### src/rtl/rv32i_types.sv
// Shared rv32i encodings for the load/store unit.
// Holds load/store funct3 enums plus mbe, store-data and fault helpers.
package rv32i_types;

    typedef enum logic [2:0] {
        F3_LB  = 3'b000,
        F3_LH  = 3'b001,
        F3_LW  = 3'b010,
        F3_LBU = 3'b100,
        F3_LHU = 3'b101
    } load_funct3_t;

    typedef enum logic [2:0] {
        F3_SB = 3'b000,
        F3_SH = 3'b001,
        F3_SW = 3'b010
    } store_funct3_t;

    // funct3[1:0] encodes the access width for both loads and stores
    localparam logic [1:0] W_BYTE = 2'b00;
    localparam logic [1:0] W_HALF = 2'b01;
    localparam logic [1:0] W_WORD = 2'b10;

    function automatic logic [3:0] lsu_mbe(
        input logic [1:0] width,
        input logic [1:0] off
    );
        logic [3:0] mbe;
        unique case (width)
            W_BYTE:  mbe = 4'b0001 << off;
            W_HALF:  mbe = 4'b0011 << {off[1], 1'b0};
            default: mbe = 4'b1111;
        endcase
        return mbe;
    endfunction

    function automatic logic [31:0] lsu_wdata(
        input logic [1:0]  width,
        input logic [31:0] sd
    );
        logic [31:0] wd;
        unique case (width)
            W_BYTE:  wd = {4{sd[7:0]}};
            W_HALF:  wd = {2{sd[15:0]}};
            default: wd = sd;
        endcase
        return wd;
    endfunction

    function automatic logic lsu_fault(
        input logic       is_load,
        input logic [2:0] f3,
        input logic [1:0] off
    );
        logic bad_f3;
        logic misal;
        if (is_load) begin
            bad_f3 = !(f3 == F3_LB  || f3 == F3_LH  ||
                       f3 == F3_LW  || f3 == F3_LBU ||
                       f3 == F3_LHU);
        end else begin
            bad_f3 = !(f3 == F3_SB || f3 == F3_SH ||
                       f3 == F3_SW);
        end
        unique case (f3[1:0])
            W_HALF:  misal = off[0];
            W_WORD:  misal = (off != 2'b00);
            default: misal = 1'b0;
        endcase
        return bad_f3 | misal;
    endfunction

endpackage

### src/rtl/load_align.sv
// Load data aligner: shifts the memory word to the addressed lane and
// extends it. Ports: rdata/offset/funct3 in, result out (combinational).
module load_align (
    input  logic [31:0] rdata,
    input  logic [1:0]  offset,
    input  logic [2:0]  funct3,
    output logic [31:0] result
);
    import rv32i_types::*;

    logic [31:0] shifted;

    always_comb begin
        shifted = rdata >> {offset, 3'b000};
        result  = '0;
        unique case (funct3)
            F3_LB:   result = {{24{shifted[7]}}, shifted[7:0]};
            F3_LH:   result = {{16{shifted[15]}}, shifted[15:0]};
            F3_LW:   result = shifted;
            F3_LBU:  result = {24'h0, shifted[7:0]};
            F3_LHU:  result = {16'h0, shifted[15:0]};
            default: result = '0;
        endcase
    end

endmodule

### src/rtl/mem_lsu.sv
// MEM-stage load/store unit: drives the data-memory port, stalls until
// the response, returns aligned load data.
// Ports: clk/rst; mem_read/mem_write/funct3/addr/store_data request in;
// stall/load_data/access_fault to pipeline; dmem_* memory port.
module mem_lsu (
    input  logic        clk,
    input  logic        rst,
    input  logic        mem_read,
    input  logic        mem_write,
    input  logic [2:0]  funct3,
    input  logic [31:0] addr,
    input  logic [31:0] store_data,
    output logic        stall,
    output logic [31:0] load_data,
    output logic        access_fault,
    output logic [31:0] dmem_address,
    output logic        dmem_read,
    output logic        dmem_write,
    output logic [3:0]  dmem_mbe,
    output logic [31:0] dmem_wdata,
    input  logic [31:0] dmem_rdata,
    input  logic        dmem_resp
);
    import rv32i_types::*;

    typedef enum logic [1:0] {
        S_IDLE,
        S_BUSY,
        S_DONE
    } state_t;

    state_t      state_q, state_d;
    logic [31:0] address_q, address_d;
    logic        read_q, read_d;
    logic        write_q, write_d;
    logic [3:0]  mbe_q, mbe_d;
    logic [31:0] wdata_q, wdata_d;
    logic [31:0] load_data_q, load_data_d;
    logic        fault_q, fault_d;
    logic [2:0]  funct3_q, funct3_d;
    logic [1:0]  off_q, off_d;

    logic        is_req;
    logic        is_load;
    logic        fault;
    logic [31:0] aligned;

    load_align u_align (
        .rdata  (dmem_rdata),
        .offset (off_q),
        .funct3 (funct3_q),
        .result (aligned)
    );

    always_comb begin
        // a simultaneous read and write is treated as a load
        is_load     = mem_read;
        is_req      = mem_read | mem_write;
        fault       = lsu_fault(is_load, funct3, addr[1:0]);

        state_d     = state_q;
        address_d   = address_q;
        read_d      = read_q;
        write_d     = write_q;
        mbe_d       = mbe_q;
        wdata_d     = wdata_q;
        funct3_d    = funct3_q;
        off_d       = off_q;
        load_data_d = '0;
        fault_d     = 1'b0;
        stall       = 1'b0;

        unique case (state_q)
            S_IDLE: begin
                if (is_req) begin
                    stall    = 1'b1;
                    funct3_d = funct3;
                    off_d    = addr[1:0];
                    if (fault) begin
                        fault_d = 1'b1;
                        state_d = S_DONE;
                    end else begin
                        state_d   = S_BUSY;
                        address_d = {addr[31:2], 2'b00};
                        read_d    = is_load;
                        write_d   = !is_load;
                        mbe_d     = lsu_mbe(funct3[1:0], addr[1:0]);
                        wdata_d   = is_load ? 32'h0
                                  : lsu_wdata(funct3[1:0], store_data);
                    end
                end
            end
            S_BUSY: begin
                stall = 1'b1;
                if (dmem_resp) begin
                    read_d  = 1'b0;
                    write_d = 1'b0;
                    state_d = S_DONE;
                    if (read_q) begin
                        load_data_d = aligned;
                    end
                end
            end
            S_DONE: begin
                state_d = S_IDLE;
            end
            default: begin
                state_d = S_IDLE;
            end
        endcase
    end

    always_ff @(posedge clk) begin
        if (rst) begin
            state_q     <= S_IDLE;
            address_q   <= '0;
            read_q      <= 1'b0;
            write_q     <= 1'b0;
            mbe_q       <= '0;
            wdata_q     <= '0;
            load_data_q <= '0;
            fault_q     <= 1'b0;
            funct3_q    <= '0;
            off_q       <= '0;
        end else begin
            state_q     <= state_d;
            address_q   <= address_d;
            read_q      <= read_d;
            write_q     <= write_d;
            mbe_q       <= mbe_d;
            wdata_q     <= wdata_d;
            load_data_q <= load_data_d;
            fault_q     <= fault_d;
            funct3_q    <= funct3_d;
            off_q       <= off_d;
        end
    end

    assign dmem_address = address_q;
    assign dmem_read    = read_q;
    assign dmem_write   = write_q;
    assign dmem_mbe     = mbe_q;
    assign dmem_wdata   = wdata_q;
    assign load_data    = load_data_q;
    assign access_fault = fault_q;

endmodule

### config.mk
export PLATFORM = sky130hd
export DESIGN_NAME = mem_lsu
export DESIGN_NICKNAME = d
export VERILOG_FILES = /design/src/rtl/rv32i_types.sv /design/src/rtl/load_align.sv /design/src/rtl/mem_lsu.sv
export SDC_FILE = /design/constraint.sdc
export NUM_CORES = 1
export LEC_CHECK = 0
export CAP_MARGIN = 10
export CORE_MARGIN = 1
export CORE_UTILIZATION = 43
export DETAILED_ROUTE_END_ITERATION = 8
export HOLD_SLACK_MARGIN = 0.05
export PLACE_DENSITY = 0.84
export SETUP_SLACK_MARGIN = 0.15
export SYNTH_ARGS = -nofsm -noshare
export SYNTH_HDL_FRONTEND = slang
export SYNTH_SLANG_ARGS = --single-unit
### constraint.sdc
create_clock -name clk -period 3.35 [get_ports clk]
set_clock_uncertainty 0.05 [all_clocks]
set_input_delay 0.67 -clock clk [delete_from_list [all_inputs] [get_ports clk]]
set_output_delay 0.67 -clock clk [all_outputs]
set_load 0.005 [all_outputs]
==> impl_results.md, run 1 <==
* Total CTS buffers at 9
* Initial core utilization at between 40% and 50%
* Pin count of the biggest net entering global routing at 41
* Die area at roughly 12,000 µm²
* CTS H-Tree Depth at 3
* Reg2reg start: off_q[1]
* Critical path startpoint category: input port
* Final Wtd Congestion at 0.8920
* Post-CTS sizing at 0
* First-pass GRT wire length at approximately 24,000 µm
* Crit end category: flop
* Dominant cell type by area after synthesis: dfxtp_1
* Distinct cells, synth at between 40 and 50
* Clk buf depth at 2
* Fmax at 357.6 MHz
* RR Endpoint: load_data[27]
* Worst setup path endpoint: dmem_mbe[0]
* GR Util All Layers at between 20% and 30%
* Levels on crit path at 8
* Vias in the first global route at approximately 4,900
* # placed instances at between 800 and 900
* Post-Syn Instances at around 570
* Leak Pwr at about 2.5 nW
* DRC at 0
* DRT Pass-1 Iters at 5
* Via density at between 5 and 6
* Max incr delay on CP at between 0.6 and 0.7 ns
* Part of the cycle the worst path needs at approximately 83%
* Worst Tran Pin Value at around 0.64 ns
* CTS sink cnt at 108
* Initial antenna violation count at 0
* Crit Path Max Fanout at 26
* Mapped cell area at a little under 5000 µm²
* Nets@finish at 859
* Sequential cell area at between 2000 and 2500 µm²
* Yosys reg bits at between 100 and 150
* Final hold violations at 0
* Avg Synthesized Cell Area at about 8.4 µm²
* Fill count at ~900
* Post-CTS setup buffer count at 0
* Final wirelength at ~15,000 µm
* Die H at about 110 µm
* Reg-to-reg setup timing slack at around 1.2 ns
* Worst path slowest cell: a2111o_2
* Seq/Total Area, Yosys at ~45%
* Area Overhead vs Synth at 48.82%
* Fin crit period at between 2 and 3 ns
* Non-Filler Instances at roughly 900
* # port buffers at roughly 210
* MaxCap Viol Count at 0
* Cells along the critical path: clkdlybuf4s50_1 > inv_1 > ha_1 > o21ai_1 > a2111o_2 > buf_4 > nor2_1 > a32oi_1
* Multi-input gate area at ~2400 µm²
* RSZ-0062 raised after global routing: false
* Worst skew pair latency at roughly 0.37 ns
* Root Driver: clkbuf_8
* Slew Viols, Final at 0
* DP Wirelength at ~11,000 µm
* Required time worst endpoint at between 3 and 4 ns
* YS warnings at 0
* Critical setup path kind: input port to flop
* Peak supply drop at approximately 210 µV
* # diodes at 0
* Post-synth top area share at ~45%
* Worst Path Arrival at around 3 ns
* Crit path buf inv count at 3
* Hold_buf cts at 0
* GR Overflow Total at 0
* CP top delay family: compound AO/OA/AOI/OAI gates
* Launch point of the worst path: funct3[1]
* Total number of vias at 5,047
* CORE AREA at approximately 11,000 µm²
* Clock slew seen by the registers of the worst setup and hold paths at roughly 0.1 ns
* Final setup vio count at 0
* WL/cell at 16.99 µm
* Starting DRT DRC Count at between 300 and 400
* CTS tree: built
* # IOs at 208
* Largest cells by area after synthesis: dfxtp_1 45%, o21ai_0 11%, a21oi_1 8.9%
* Core Util, Final at 65.89%
* Worst-case reg-to-reg path depth at 4
* Antenna-violating nets left at 0
* Worst hold path class: flop to flop
* Layout cells sized above 1 at roughly 7.4%
* Outcome: completed
* Worst slew margin at 57.19%
* Final setup TNS at 0 ns
* Pwr/cell area at 390.0 nW/µm²
* Chip width at 107.9 µm
* Site Rows at 38
[per-layer routing]
| layer | track usage, % | part of all wire, % |
|---|---|---|
| met1 | 31.25 | 40 |
| met2 | 43.96 | 48 |
| met3 | 8.354 | 9.1 |
| met4 | 9.883 | 2.6 |
| met5 | 0 | 0 |
[kinds of logic after synthesis]
family,Yosys count,synth area share (%)
compound gates,230,26.06
flops,108,44.85
simple gates,139,15.83
buf+inv,58,5.061
other cells,1,0.07779
fa+ha+maj,3,0.7787
mux,33,7.345
[cell usage after synthesis]
cell type,instances
buf_4,2
ha_1,3
or2_2,2
nand2b_1,6
nor2b_1,19
mux4_2,1
nand4b_1,8
conb_1,1
o21ai_0,104
a2111o_1,1
o2bb2ai_1,1
nor4b_2,1
a2111oi_2,1
a32oi_1,4
mux2_2,9
nand2_1,27
o21ai_1,6
o21a_1,3
a211oi_1,7
nand3_1,32
mux2i_1,23
clkbuf_1,41
a211o_1,1
a21oi_1,86
or3_1,1
o211ai_1,2
or3b_2,1
nand4_1,1
a21boi_0,1
nor3b_1,1
buf_2,9
or4_1,8
dfxtp_1,108
o21bai_1,2
nor3_2,1
a22oi_1,8
nand3b_2,1
nor3_1,2
a21boi_2,1
inv_1,3
buf_6,1
and2_1,9
a31oi_1,2
nor2_1,19
buf_1,2
[registers in the layout, indices dropped and copies added (netlist names)]
name,cells
access_fault,1
dmem_address,30
dmem_mbe,4
dmem_read,1
dmem_wdata,32
dmem_write,1
funct3_q,3
load_data,32
off_q,2
state_q,2
[layout make-up]
class                   instances  area share [%]
well taps                     140           2.442
inverters                       3          0.1570
clock buffers                   9           1.727
clock inverters                 7           1.046
repair buffers                223           30.42
multi-input cells             407           34.08
flip-flops and latches        108           30.14
[metrics by stage]
step | area [µm²] | power, mW | worst slack (ns) | hold WS (ns)
5_1_grt | 7174 | 2.933 | 0.4427 | 0.4480
2_1_floorplan | 4825 | 1.704 | 0.4699 | 0.4063
6_report | 7174 | 2.798 | 0.5536 | 0.4289
3_5_place_dp | 6975 | 2.027 | 0.2106 | 0.4109
3_3_place_gp | 6975 | 2.009 | 0.3431 | 0.4087
4_1_cts | 7174 | 2.811 | 0.6012 | 0.4282
[report_power, final]
part           internal (mW)  switching (mW)  total, mW  leakage [nW]
sequential              1.34          0.0412       1.38         0.876
combinational          0.319           0.306      0.624          1.48
clock                  0.298           0.494      0.792        0.0990
[tightest hold or removal path, delay by kind of cell (launching register included)]
| family | cells | cell delay, ns |
|---|---|---|
| flip-flops | 1 | 0.33 |
| AND/OR/NAND/NOR | 1 | 0.07 |
| AO/OA/AOI/OAI | 1 | 0.05 |
[layout by cell type (no fill, tap or decap), types with 2 or more instances in the layout]
cell,instances
clkdlybuf4s50_1,204
dfxtp_1,108
o21ai_0,104
a21oi_1,86
nand3_1,32
nand2_1,27
mux2i_1,23
nor2_1,19
nor2b_1,19
buf_4,18
and2_1,9
mux2_2,9
clkbuf_8,9
a22oi_1,8
or4_1,8
nand4b_1,8
a211oi_1,7
nand2b_1,6
o21ai_1,5
a32oi_1,4
inv_1,3
ha_1,3
inv_8,3
nor3_1,2
o21a_1,2
o21bai_1,2
or2_2,2
o211ai_1,2
a31oi_1,2
conb_1,2
inv_6,2
[worst min-delay path by stage]
stage / start / cells after the start / endpoint / slack [ns]
floorplan: dmem_mbe[0] / 2 / dmem_mbe[0] / 0.41
global placement: dmem_wdata[20] / 2 / dmem_wdata[20] / 0.41
detailed placement: dmem_mbe[1] / 2 / dmem_mbe[1] / 0.41
CTS: dmem_mbe[1] / 2 / dmem_mbe[1] / 0.43
global route: dmem_wdata[18] / 2 / dmem_wdata[18] / 0.45
finish: dmem_mbe[1] / 2 / dmem_mbe[1] / 0.43
No activity file was read; power rests on OpenSTA's default activity.
==> inputs of run 2 (changes only) <==
CORE_UTILIZATION = 38   (was 43)
PLACE_DENSITY = 0.79   (was 0.84)
clock period = 2.3 ns   (was 3.35 ns; I/O delays follow)
==> run 2 against run 1 <==
Compared with the run above: first-iteration DRC count grew 31%; worst setup slack worse by 0.37 ns; critical path type unchanged; combinational power increased by 68%; critical endpoint is now dmem_wdata[19]; clock power grew 120%; register-to-register slack got worse by 0.80 ns; clock-buffer cell count stayed put; cell count is 6.5% higher.
==> impl_results.md, run 2 (synthesis results as in run 1) <==
* CORE AREA at approximately 12,000 µm²
* First-pass GRT wire length at ~26,000 µm
* Initial antenna violation count at 0
* Reg2reg start: off_q[1]
* Final Wtd Congestion at approximately 0.88
* DP Wirelength at 11,820 µm
* Vias in the first global route at 5,085
* Leak Pwr at 2.731 nW
* Switching power total at around 1.3 mW
* Comb pwr share at approximately 22%
* Fmax at approximately 470 MHz
* Critical path startpoint category: input port
* CP top delay family: compound AO/OA/AOI/OAI gates
* Die area at roughly 13,000 µm²
* # diodes at 0
* Worst path slowest cell: or4_1
* Peak supply drop at 376.9 µV
* # IOs at 208
* Clk buf depth at 2
* Required time worst endpoint at between 2 and 3 ns
* Clock slew seen by the registers of the worst setup and hold paths at approximately 0.07 ns
* WL/cell at about 17 µm
* Gr busiest metal: met2
* # placed instances at approximately 940
* Commonest non-fill, non-tap cell in the layout: clkdlybuf4s50_1
* Fin crit period at approximately 2.1 ns
* Crit path buf inv count at 3
* Starting DRT DRC Count at 441
* Cells along the critical path: dlygate4sd2_1 > buf_4 > ha_4 > buf_12 > o21a_2 > o21a_4 > or4_1 > a21oi_1
* RSZ-0062 raised after global routing: true
* Die H at about 110 µm
* Worst Tran Pin Value at around 0.55 ns
* Critical setup path kind: input port to flop
* Total number of vias at 5,250
* Pwr/cell area at between 600 and 700 nW/µm²
* PnR worst setup slack at roughly 0.19 ns
* Antenna-violating nets left at 0
* Nets@finish at around 890
* Outcome: completed
* CTS tree: built
* GR Util All Layers at about a quarter
* Area Overhead vs Synth at 60.65%
* Pin count of the biggest net entering global routing at 51
* Worst skew pair latency at 0.35 ns
* Via density at about 5.5
* Worst Path Arrival at around 2.3 ns
* Final setup TNS at 0 ns
* Hold Crit Start: rst
* Final hold violations at 0
* Chip width at between 100 and 150 µm
* Site Rows at 40
* Crit Path Max Fanout at 8
* Non-Filler Instances at between 900 and 1,000
* GR Overflow Total at 0
* DRC at 0
* Final wirelength at around 17,000 µm
* DRT Pass-1 Iters at 5
* Launch point of the worst path: funct3[0]
* MaxCap Viol Count at 0
* Final setup vio count at 0
* Part of the cycle the worst path needs at between 90% and 100%
* Commonest non-fill, non-tap cells in the layout: 200 x clkdlybuf4s50_1, 108 x dfxtp_1, 103 x o21ai_0
* Met3 global-route usage at under 10%
* CTS H-Tree Depth at 3
* Reg power frac at just over 40%
* Root Driver: clkbuf_16
* Slew Viols, Final at 0
* Fill count at between 1,000 and 1,500
* GR Util met2 at 41.74%
* Pint at 3.581 mW
* Clk pwr share at a little under two fifths
* Layout cells sized above 1 at 11.82%
* Max incr delay on CP at between 0.5 and 0.6 ns
* Met1 Resource Use GR at roughly 30%
* Worst hold path class: input port to flop
* Worst slack, placed at -0.4999 ns
* Initial core utilization at around two fifths
* Crit end category: flop
* Worst slew margin at 63.38%
* CTS sink cnt at around 110
* # port buffers at 205
* Switching power share of the total at about a quarter
* Hold_buf cts at 0
* Total CTS buffers at 9
## run 2: cell types whose count changed in the layout (fill, tap and decap cells not counted), sizes merged, moves of 2 or more
cell,delta
clkinv,+2
inv,-4
dlygate4sd2,+3
clkdlybuf4s50,-4
bufinv,+3
buf,+27
## run 2: cell type report
class                           instances  area [µm²]  area share (%)
Tap cell                              168       210.2           2.714
Multi-Input combinational cell        409        2515           32.47
Clock inverter                          7       123.9           1.599
Inverter                                3       13.76          0.1777
Sequential cell                       108        2162           27.92
Clock buffer                            9       225.2           2.908
Timing Repair Buffer                  251        2495           32.21
## run 2: power groups by stage
stage	registers, mW	clock network, mW	logic [mW]
6_report	2.01	1.78	1.05
3_3_place_gp	2.05	0	0.966
2_1_floorplan	2.04	0	0.459
4_1_cts	2.01	1.83	1.03
3_5_place_dp	2.05	0	0.995
5_1_grt	2.02	1.90	1.13
## run 2: metrics by stage
stage | util [%] | hold WS (ns) | cell area (µm²) | power, mW
floorplan | - | 0.4063 | 4906 | 2.500
global placement | 59.83 | 0.4099 | 7306 | 3.011
detailed placement | 59.83 | 0.4129 | 7306 | 3.045
CTS | 63.18 | 0.3397 | 7715 | 4.864
global route | 63.42 | 0.3671 | 7745 | 5.047
finish | 63.42 | 0.3704 | 7745 | 4.838
## run 2: timing repair
| item | CTS | global route |
|---|---|---|
| resized for setup | 7 | 6 |
| endpoints found under the setup margin | 71 | 31 |
| setup buffers | 1 | 0 |
| pin swaps | 2 | 3 |
| gates cloned | 2 | 1 |
## run 2: metal layers
metal  part of all wire, %  vias up
li1                      -     2491
met1                    40     2486
met2                    49      226
met3                   7.6       47
met4                   3.0        0
met5                     0        -
## run 2: worst paths after layout
kind,end,slack [ns],depth (start not counted)
max,dmem_wdata[19],0.19,8
min,dmem_wdata[22],0.37,2
max reg2reg,load_data[25],0.42,5
min reg2reg,dmem_address[12],0.43,2
